$ cat config.mk
export PLATFORM = sky130hd
export DESIGN_NAME = bsg_fifo_1r1w_bypass_skid
export DESIGN_NICKNAME = d
export VERILOG_FILES = /design/src/rtl/bsg_fifo_1r1w_bypass_skid.sv
export SDC_FILE = /design/constraint.sdc
export NUM_CORES = 1
export LEC_CHECK = 0
export BUFFER_PORTS_ARGS = -buffer_cell sky130_fd_sc_hd__buf_2
export CAP_MARGIN = 20
export CORE_AREA = 2 2 57 59
export CTS_CLUSTER_DIAMETER = 80
export DETAILED_ROUTE_END_ITERATION = 12
export DIE_AREA = 0 0 59 61
export PLACE_DENSITY = 0.8
export SLEW_MARGIN = 40
export SYNTH_ARGS = -nofsm -noshare
export SYNTH_HDL_FRONTEND = slang
export SYNTH_SLANG_ARGS = --single-unit
$ cat constraint.sdc
create_clock -name clk_i -period 4.1 [get_ports clk_i]
set_input_delay 0.615 -clock clk_i [delete_from_list [all_inputs] [get_ports clk_i]]
set_output_delay 0.615 -clock clk_i [all_outputs]
set_load 0.03 [all_outputs]
$ cat src/rtl/bsg_fifo_1r1w_bypass_skid.sv
// bsg_fifo_1r1w_bypass_skid
// Two-entry ready/valid FIFO with a zero-latency bypass when empty.
// ready_o is registered, so there is no combinational path from yumi_i
// back to the producer. While the FIFO holds data, data_i is never
// forwarded, which keeps the stream in order.
module bsg_fifo_1r1w_bypass_skid #(
    parameter int width_p = 16
) (
    input  logic               clk_i,
    input  logic               reset_i,
    input  logic               v_i,
    input  logic [width_p-1:0] data_i,
    output logic               ready_o,
    output logic               v_o,
    output logic [width_p-1:0] data_o,
    input  logic               yumi_i
);

    // Storage is never reset; only the bookkeeping below is.
    logic [width_p-1:0] mem_q [2];

    logic [1:0] count_q, count_d;
    logic       rptr_q,  rptr_d;
    logic       wptr_q,  wptr_d;
    logic       ready_q, ready_d;

    logic       empty;
    logic       enq;
    logic       deq;
    logic       pop;
    logic       wr_en;

    // Handshake decode: a word sent through the bypass is neither written nor popped.
    always_comb begin
        empty = (count_q == 2'd0);
        enq   = v_i & ready_q;
        deq   = yumi_i;
        pop   = deq & ~empty;
        wr_en = enq & ~(empty & deq);
    end

    // Next-state for pointers, occupancy and the registered ready.
    always_comb begin
        rptr_d  = rptr_q ^ pop;
        wptr_d  = wptr_q ^ wr_en;
        count_d = count_q;
        case ({wr_en, pop})
            2'b10:   count_d = count_q + 2'd1;
            2'b01:   count_d = count_q - 2'd1;
            default: count_d = count_q;
        endcase
        ready_d = (count_d != 2'd2);
    end

    // Control state; async reset empties the FIFO and reopens the input.
    always_ff @(posedge clk_i or posedge reset_i) begin
        if (reset_i) begin
            count_q <= 2'd0;
            rptr_q  <= 1'b0;
            wptr_q  <= 1'b0;
            ready_q <= 1'b1;
        end else begin
            count_q <= count_d;
            rptr_q  <= rptr_d;
            wptr_q  <= wptr_d;
            ready_q <= ready_d;
        end
    end

    // Data array write; held off during reset so nothing is recorded.
    always_ff @(posedge clk_i) begin
        if (wr_en & ~reset_i) begin
            mem_q[wptr_q] <= data_i;
        end
    end

    // Output mux: bypass when empty, otherwise present the head entry.
    always_comb begin
        ready_o = ready_q;
        v_o     = empty ? v_i    : 1'b1;
        data_o  = empty ? data_i : mem_q[rptr_q];
    end

    // The consumer may only take a word that is actually offered.
    a_yumi_legal : assert property (@(posedge clk_i) disable iff (reset_i) yumi_i |-> v_o);

    // A full FIFO must never advertise space, and occupancy never exceeds two.
    a_ready_full : assert property (@(posedge clk_i) disable iff (reset_i)
                                    (count_q != 2'd3) && !(ready_q && count_q == 2'd2));

endmodule

==> results of run 1 <==
-- cells by family after synthesis --
| group | count (synthesis) | share of synthesized area |
|---|---|---|
| XOR/XNOR | 5 | 0.02761 |
| multiplexers | 16 | 0.1009 |
| adder cells (fa/ha/maj) | 1 | 0.007885 |
| AO/OA/AOI/OAI | 19 | 0.07255 |
| buffers and inverters | 10 | 0.03864 |
| AND/OR/NAND/NOR | 24 | 0.06704 |
| flip-flops | 37 | 0.6853 |
-- worst paths after layout --
kind,start,to,slack [ns],depth (start not counted)
setup / recovery,count_q[0],data_o[8],1.69,4
hold reg to reg,count_q[1],ready_o,0.50,1
max in group asynchronous,reset_i,ready_o,3.65,2
min in group clk_i,data_i[4],mem_q[1][4],0.48,1
hold / removal,reset_i,wptr_q,0.21,2
setup reg to reg,count_q[0],count_q[1],2.03,6
-- registers in the layout (all words and copies together), names as in the netlist --
signal and cells:
mem_q 32, count_q 2, ready_o 1, rptr_q 1, wptr_q 1
-- critical path, stage by stage, from the launching register on --
cell	delay, ns
dfrtp_1	0.47
or2_2	0.56
nor2_1	0.08
a21oi_1	0.14
buf_2	0.21
-- cell usage after synthesis --
library cell and number:
edfxtp_1 32, nor2_1 17, a21oi_1 16, mux2i_1 16
buf_2 4, dfrtp_1 4, inv_1 3, xnor2_1 3
buf_6 2, xor2_1 2, a32oi_1 1, and2_1 1
buf_4 1, dfstp_2 1, ha_1 1, nand2_1 1
nand3b_1 1, nor3_1 1, nor3b_1 1, o211ai_4 1
o21ai_0 1, or2_1 1, or3_1 1
-- through the flow --
stage | total power, mW | setup WS (ns) | cells | util
2_1_floorplan | 1.073 | 1.611 | 112 | -
3_3_place_gp | 1.195 | 1.739 | 177 | 0.6055
3_5_place_dp | 1.207 | 2.025 | 177 | 0.6059
4_1_cts | 1.383 | 1.652 | 185 | 0.6233
5_1_grt | 1.455 | 1.494 | 185 | 0.6233
6_report | 1.368 | 1.694 | 185 | 0.6233
-- layer usage --
layer / vias up / routed length, um
li1: 486 / -
met1: 434 / 1100
met2: 27 / 1314
met3: 4 / 123
met4: 0 / 34
met5: - / 0
-- final cells by class --
cell class,count,area [sq um],share of cell area
flip-flops and latches,37,1089,0.5914
multi-input cells,65,447.9,0.2434
repair buffers,39,200.2,0.1088
clock buffers,6,41.29,0.02243
well taps,33,41.29,0.02243
inverters,3,11.26,0.006118
clock inverters,2,10.01,0.005438
-- power by group through the flow --
stage / Combinational, mW / Sequential [mW] / Clock, mW
after floorplan: 0.555 / 0.517 / 0
after global placement: 0.636 / 0.558 / 0
after detailed placement: 0.643 / 0.565 / 0
after CTS: 0.645 / 0.557 / 0.181
after global routing: 0.694 / 0.567 / 0.195
final: 0.639 / 0.556 / 0.173
==> results.yml, run 1 <==
die:
  dieArea_sq_mm: 0.003599
  design.core.area_sq_mm: 0.002953
  die_h_um: 61
  die_width_um: 59
  rows: 20
  ios: 38
  initial_core_util: 0.5373
clock_network:
  htreeDepth: 2
  cts_num_sinks: 37
  clkSlewWorstSetupHoldPaths_ns: 0.10
  numCtsBuffers: 5
  cts_tree: "done"
  post_cts_buffers: 0
  postCtsResizedCells: 0
  clk_latency_ns: 0.33
  hold_buffers: 0
  clockRootBuffer: "clkbuf_4"
  clock_path_buffers: 2
worst_setup_path:
  critPathArrivalTime_ns: 1.79
  worstPathMaxFanout: 34
  end_kind: "output pin"
  criticalPathCategory: "register to output pin"
  crit_path_start_kind: "register"
  required_ns: 3.48
grt:
  grt.overflow.total: 0
  use_met1: 0.1927
  grt_max_degree: 35
  gr-usage-met2: 0.2556
  grtUsageMet3: 0.06397
  busiest_layer: "met2"
  grt_pass1_wl_um: 4029
  track_usage: 0.1613
  grt_pass1_vias: 929
  antenna_found_initial: 0
final_layout:
  drive_gt1_frac: 0.3421
  fillCellCount: 244
  stdcell_area_sq_mm: 0.001841
  num_antenna_cells: 0
  layout_commonest_cell: "buf_2"
  final_cell_mix: "37 x buf_2, 32 x edfxtp_1, 17 x nor2_1, 16 x mux2i_1, 16 x a21oi_1"
  nets: 172
  syn2layout_area_growth_pct: 16.01
place:
  placement.cell_area_sq_mm: 0.001789
  io_buffers: 37
  dpl.hpwl_um: 1697
  place.gp.congestion: 0.7636
synthesis:
  postSynthCellCount: 112
  syn_area_per_cell_sq_um: 14.17
  synthTopCellsByArea: "edfxtp_1 61%, mux2i_1 10%, dfrtp_1 6.3%"
  yosysSeqAreaShare: 0.6853
  yosysTopAreaCell: "edfxtp_1"
  synth_fp_nets: 133
  ys_ff_latch: 37
  synth_warnings: 0
  ys_types: 23
  synth_top_area_frac: 0.6057
  syn-cell-area_sq_mm: 0.001587
route:
  drtAntennaViolNets: 0
  wl_per_cell_um: 13.90
  drt_pass1_iterations: 5
  routed_wirelength_um: 2572
  drtIter0Drc: 46
  vias_per_cell: 5.141
  drc: 0
  vias: 951
sta:
  fin_setup_tns_ns: 0
  worst_slew_pin_slew_ns: 0.6222
  fin_crit_ns: 2.406
  clock_skew_ns: 0.008448
  grt_setup_unrepaired: "false"
  maxSlewViolCount: 0
  relSlewSlack: 0.5852
  holdWs_ns: 0.2108
  post-route-period-util: 0.5868
  hold_viol_final: 0
  setup_viol: 0
  fmax_mhz: 415.7
job:
  max_cap_violations: 0
power_and_ir_drop:
  power_frac_clock: 0.126
  total_leakage_power_nw: 0.7482
  sw_frac_of_total: 0.4397
  seqPwrFrac: 0.406
  max-vdd-ir-drop_mv: 0.3651
  power_density_mw_per_mm2: 743.2
  p_int_mw: 0.7664
  combPwrFrac: 0.467
  p_sw_mw: 0.6015
worst_hold_path:
  hp-class: "primary input to asynchronous set/reset pin"
status:
  status: "completed"
(Power assumes the default switching activity.)
==> run 2: changes to the inputs <==
ABC_AREA = 1   (was not set)
CORE_AREA = 2 2 62 64   (was 2 2 57 59)
DIE_AREA = 0 0 64 66   (was 0 0 59 61)
PLACE_DENSITY = 0.72   (was 0.8)
clock period = 2.1 ns   (was 4.1 ns; I/O delays follow)
==> run 2 against run 1 <==
Compared with the run above: global-route usage shrank 1.1 points; power grew 120%; clock skew shrank 0.0037 ns; via count grew 20%; core utilization shrank 6.0 points; die area grew 17%; count of clock-buffer cells in the layout shrank 1; sequential cell count is the same; sequential share of layout area shrank 4.8 points; final cell count grew 34%; largest cell class unchanged; highest routed layer unchanged.
==> results.yml, run 2 <==
place:
  dpl.hpwl_um: 1924
  place_ws_ns: 0.4316
  place.gp.congestion: 0.7024
  io_buffers: 37
route:
  drtAntennaViolNets: 0
  drc: 0
  routed_wirelength_um: 2805
  drt_pass1_iterations: 4
  vias_per_cell: 4.605
  wl_per_cell_um: 11.31
  drtIter0Drc: 60
  vias: 1142
synthesis:
  ys_ff_latch: 37
  postSynthCellCount: 153
  synth_edf_count: 32
  synth_warnings: 0
  synth_top_area_frac: 0.5972
  synth_fp_nets: 174
  synth_flop_cell: "edfxtp_1"
  ys_types: 16
  yosysSeqAreaShare: 0.6757
  syn-cell-area_sq_mm: 0.001609
  synthTopCellsByArea: "edfxtp_1 60%, o21ai_0 10%, nand2_1 9.6%"
  async_flop_share: 0.1351
  yosysTopAreaCell: "edfxtp_1"
  yosys.cell_count.top_type: "nand2_1"
  yosys-top-cells-count: "41 x nand2_1, 32 x edfxtp_1, 32 x o21ai_0"
  syn_area_per_cell_sq_um: 10.52
worst_setup_path:
  criticalPathCategory: "register to output pin"
  end_kind: "output pin"
  critPathArrivalTime_ns: 1.61
  required_ns: 1.78
  crit_path_start_kind: "register"
  worstPathMaxFanout: 18
final_layout:
  reg_top3: "mem_q (32), count_q (2)"
  layout_commonest_cell: "nand2_1"
  num_antenna_cells: 0
  fillCellCount: 314
  final_cell_mix: "41 x nand2_1, 35 x buf_2, 32 x o21ai_0, 32 x edfxtp_1, 25 x inv_1"
  drive_gt1_frac: 0.2800
  regMostFlops: "mem_q"
  nets: 220
  post-route-util: 0.5638
  largest_reg_flops: 32
  syn2layout_area_growth_pct: 24.42
die:
  die_h_um: 66
  die_width_um: 64
  initial_core_util: 0.4531
  dieArea_sq_mm: 0.004224
  design.core.area_sq_mm: 0.003551
  rows: 22
  ios: 38
clock_network:
  clkSlewWorstSetupHoldPaths_ns: 0.11
  clk_latency_ns: 0.33
  cts_tree: "done"
  htreeDepth: 2
  clockRootBuffer: "clkbuf_4"
  numCtsBuffers: 5
  clock_path_buffers: 2
  cts_num_sinks: 37
  post_cts_buffers: 0
sta:
  fin_ws_ns: 0.1784
  relSlewSlack: 0.6734
  setup_viol: 0
  grt_setup_unrepaired: "false"
  fmax_mhz: 520.4
  fin_setup_tns_ns: 0
  hold_viol_final: 0
  clock_skew_ns: 0.004733
  worst_slew_pin_slew_ns: 0.4881
  maxSlewViolCount: 0
  fin_crit_ns: 1.922
  post-route-period-util: 0.9150
grt:
  grt_max_degree: 19
  grt_pass1_vias: 1047
  grt.overflow.total: 0
  track_usage: 0.1508
  grt_pass1_wl_um: 4705
  antenna_found_initial: 0
power_and_ir_drop:
  p_total_mw: 3.038
  total_leakage_power_nw: 0.8774
  max-vdd-ir-drop_mv: 0.7187
  power_density_mw_per_mm2: 1518
worst_hold_path:
  hp-class: "primary input to register"
job:
  max_cap_violations: 0
status:
  status: "completed"
[run 2: worst paths after layout]
kind	from	to	slack [ns]	cells past startpoint
worst max-delay path	count_q[0]	data_o[0]	0.18	6
worst min-delay path	data_i[0]	mem_q[0][0]	0.17	1
worst max register to register	count_q[0]	mem_q[1][15]	0.43	5
worst min register to register	wptr_q	wptr_q	0.54	2
max in group asynchronous	reset_i	ready_o	1.42	4
min in group asynchronous	reset_i	count_q[1]	0.49	4
[run 2: kinds of logic after synthesis]
family,after synthesis,synth area share
AND/OR/NAND/NOR,50,0.1291
flip-flops,37,0.6757
AO/OA/AOI/OAI,32,0.09953
buffers and inverters,31,0.07698
XOR/XNOR,2,0.01089
adder cells (fa/ha/maj),1,0.007775
[run 2: what timing repair did]
| action | CTS | global route |
|---|---|---|
| hold buffers | 1 | 0 |
| endpoints found under the hold margin | 4 | 0 |
| setup endpoints to repair | 0 | 9 |
| resized for setup | 0 | 4 |
[run 2: where the power goes]
group	switching, mW	internal [mW]	leakage (nW)
Sequential	0.0567	0.933	0.350
Combinational	1.01	0.446	0.472
Clock	0.228	0.369	0.0552
[run 2: layout make-up]
| cell class | count | area (sq um) | share of cell area |
|---|---|---|---|
| multi-input combinational | 85 | 397.9 | 0.1988 |
| clock buffer | 5 | 37.54 | 0.01875 |
| clock inverter | 3 | 65.06 | 0.03250 |
| inverter | 25 | 93.84 | 0.04688 |
| timing repair buffer | 45 | 260.3 | 0.1300 |
| sequential | 37 | 1087 | 0.5431 |
| tap | 48 | 60.06 | 0.03000 |
[run 2: metal layers]
metal | global-route usage | part of all wire
met5 | 0 | 0
met4 | 0.06522 | 0.016
met2 | 0.2500 | 0.48
met3 | 0.04940 | 0.055
met1 | 0.1799 | 0.45
[run 2: critical path: stages, from the launching register on]
cell	delay [ns]
dfrtp_1	0.45
nor2_4	0.12
buf_6	0.18
buf_6	0.18
nand2_1	0.07
o21ai_0	0.07
buf_2	0.21
[run 2: metrics by stage]
step	cells	hold WS [ns]	area, sq um
finish	248	0.1728	2002
detailed placement	239	0.3068	1877
CTS	248	0.1560	1989
floorplan	153	0.1009	1609
global route	248	0.1379	2002
global placement	239	0.3115	1877
==> run 3: changes to the inputs <==
BUFFER_PORTS_ARGS = not set   (was -buffer_cell sky130_fd_sc_hd__buf_2)
CORE_AREA = 2 2 58 60   (was 2 2 62 64)
DIE_AREA = 0 0 60 62   (was 0 0 64 66)
DONT_BUFFER_PORTS = 1   (was not set)
PLACE_DENSITY = 0.7   (was 0.72)
==> run 3 against run 2 <==
Compared with the run above: highest routed layer unchanged; worst setup slack gained 0.047 ns; hold slack got worse by 0.11 ns; critical path type unchanged; final cell count is 9.7% lower.
==> results.yml, run 3 (same netlist as run 2, synthesis figures left out) <==
grt:
  grt_max_degree: 27
  grt_pass1_vias: 960
  grt_pass1_wl_um: 4222
  grt.overflow.total: 0
  track_usage: 0.1638
  antenna_found_initial: 0
worst_setup_path:
  criticalPathCategory: "register to output pin"
  worstPathMaxFanout: 19
  end_kind: "output pin"
  critPathArrivalTime_ns: 1.56
  slowest_stage: "dfrtp_1"
  worst_path_most_repeated_cell: "buf_4"
  slowest_delay_ns: 0.45
  crit_path_start_kind: "register"
  crit_chain: "nor2_4 > buf_4 > nand2_1 > o21ai_0 > buf_4"
  required_ns: 1.78
place:
  dpl.hpwl_um: 1950
  io_buffers: 0
  place.gp.congestion: 0.7095
die:
  rows: 21
  dieArea_sq_mm: 0.003720
  initial_core_util: 0.5061
  ios: 38
  die_width_um: 60
  design.core.area_sq_mm: 0.003179
  die_h_um: 62
final_layout:
  layout_commonest_cell: "nand2_1"
  regMostFlops: "mem_q"
  syn2layout_area_growth_pct: 19.75
  nets: 198
  reg_top3: "mem_q (32), count_q (2)"
  ff_latch_area_sq_mm: 0.001087
  num_antenna_cells: 0
  final_cell_mix: "41 x nand2_1, 32 x o21ai_0, 32 x edfxtp_1, 25 x inv_1, 21 x buf_4"
  fillCellCount: 278
  largest_reg_flops: 32
  drive_gt1_frac: 0.1910
  multi_input_area_sq_um: 397.9
sta:
  grt_setup_unrepaired: "false"
  fin_crit_ns: 1.875
  setup_viol: 0
  maxSlewViolCount: 0
  fmax_mhz: 533.5
  worst_slew_pin_slew_ns: 0.3131
  fin_setup_tns_ns: 0
  post-route-period-util: 0.8926
  clock_skew_ns: 0.007872
  hold_viol_final: 0
  relSlewSlack: 0.7905
route:
  vias: 1063
  drtAntennaViolNets: 0
  drc: 0
  drt_pass1_iterations: 4
  wl_per_cell_um: 12.05
  vias_per_cell: 4.746
  routed_wirelength_um: 2700
  drtIter0Drc: 33
status:
  status: "completed"
power_and_ir_drop:
  p_total_mw: 3.121
  total_leakage_power_nw: 0.8066
  power_density_mw_per_mm2: 1620
  max-vdd-ir-drop_mv: 0.8028
clock_network:
  numCtsBuffers: 5
  clkSlewWorstSetupHoldPaths_ns: 0.11
  clock_path_buffers: 2
  postCtsResizedCells: 0
  clockRootBuffer: "clkbuf_4"
  cts_num_sinks: 37
  htreeDepth: 2
  cts_tree: "done"
  clk_latency_ns: 0.33
worst_hold_path:
  hp-class: "primary input to register"
job:
  max_cap_violations: 0
==> run 3: worst paths after layout <==
check / from / end / slack (ns) / cells after the start
setup / recovery: count_q[0] / data_o[2] / 0.23 / 5
hold / removal: data_i[0] / mem_q[0][0] / 0.07 / 0
setup reg to reg: ready_o / mem_q[1][14] / 0.41 / 3
hold reg to reg: wptr_q / wptr_q / 0.54 / 2
max in group asynchronous: reset_i / ready_o / 1.52 / 2
min in group asynchronous: reset_i / wptr_q / 0.32 / 2
==> run 3: repair_timing <==
| item | in CTS | in global routing |
|---|---|---|
| hold buffers | 1 | 0 |
| endpoints found under the hold margin | 5 | 0 |
| setup buffers | 0 | 2 |
| endpoints found under the setup margin | 0 | 9 |
==> run 3: final cells by class <==
cell class	count	area share
multi-input cells	85	0.2065
inverters	25	0.04870
clock inverters	3	0.03377
well taps	46	0.02987
clock buffers	5	0.01948
repair buffers	23	0.09740
flip-flops and latches	37	0.5643
==> run 3: through the flow <==
step	worst slack, ns	instance area, sq um	hold WS, ns	utilization	instances
after floorplan	0.2381	1609	0.1009	-	153
after global placement	0.3929	1799	0.1216	0.5659	213
after detailed placement	0.2942	1799	0.1369	0.5659	213
after CTS	0.01247	1912	0.04336	0.6013	222
after global routing	0.07912	1927	0.03396	0.6061	224
final	0.2254	1927	0.06720	0.6061	224
==> run 3: metal layers <==
metal	vias up	track usage	wire [um]
li1	548	-	-
met1	482	0.1895	1045
met2	28	0.2655	1409
met3	5	0.07039	191
met4	0	0.07619	54
met5	-	0	0
==> run 3: critical path, delay by kind of cell, from the launching register on <==
family	cells	cell delay, ns
AO/OA/AOI/OAI	1	0.09
buffers and inverters	2	0.43
flip-flops	1	0.45
AND/OR/NAND/NOR	2	0.26
==> run 3: where the power goes <==
group / switching, mW / internal [mW] / leakage [nW]
clock network: 0.222 / 0.369 / 0.0552
logic: 0.960 / 0.540 / 0.401
registers: 0.0958 / 0.934 / 0.350
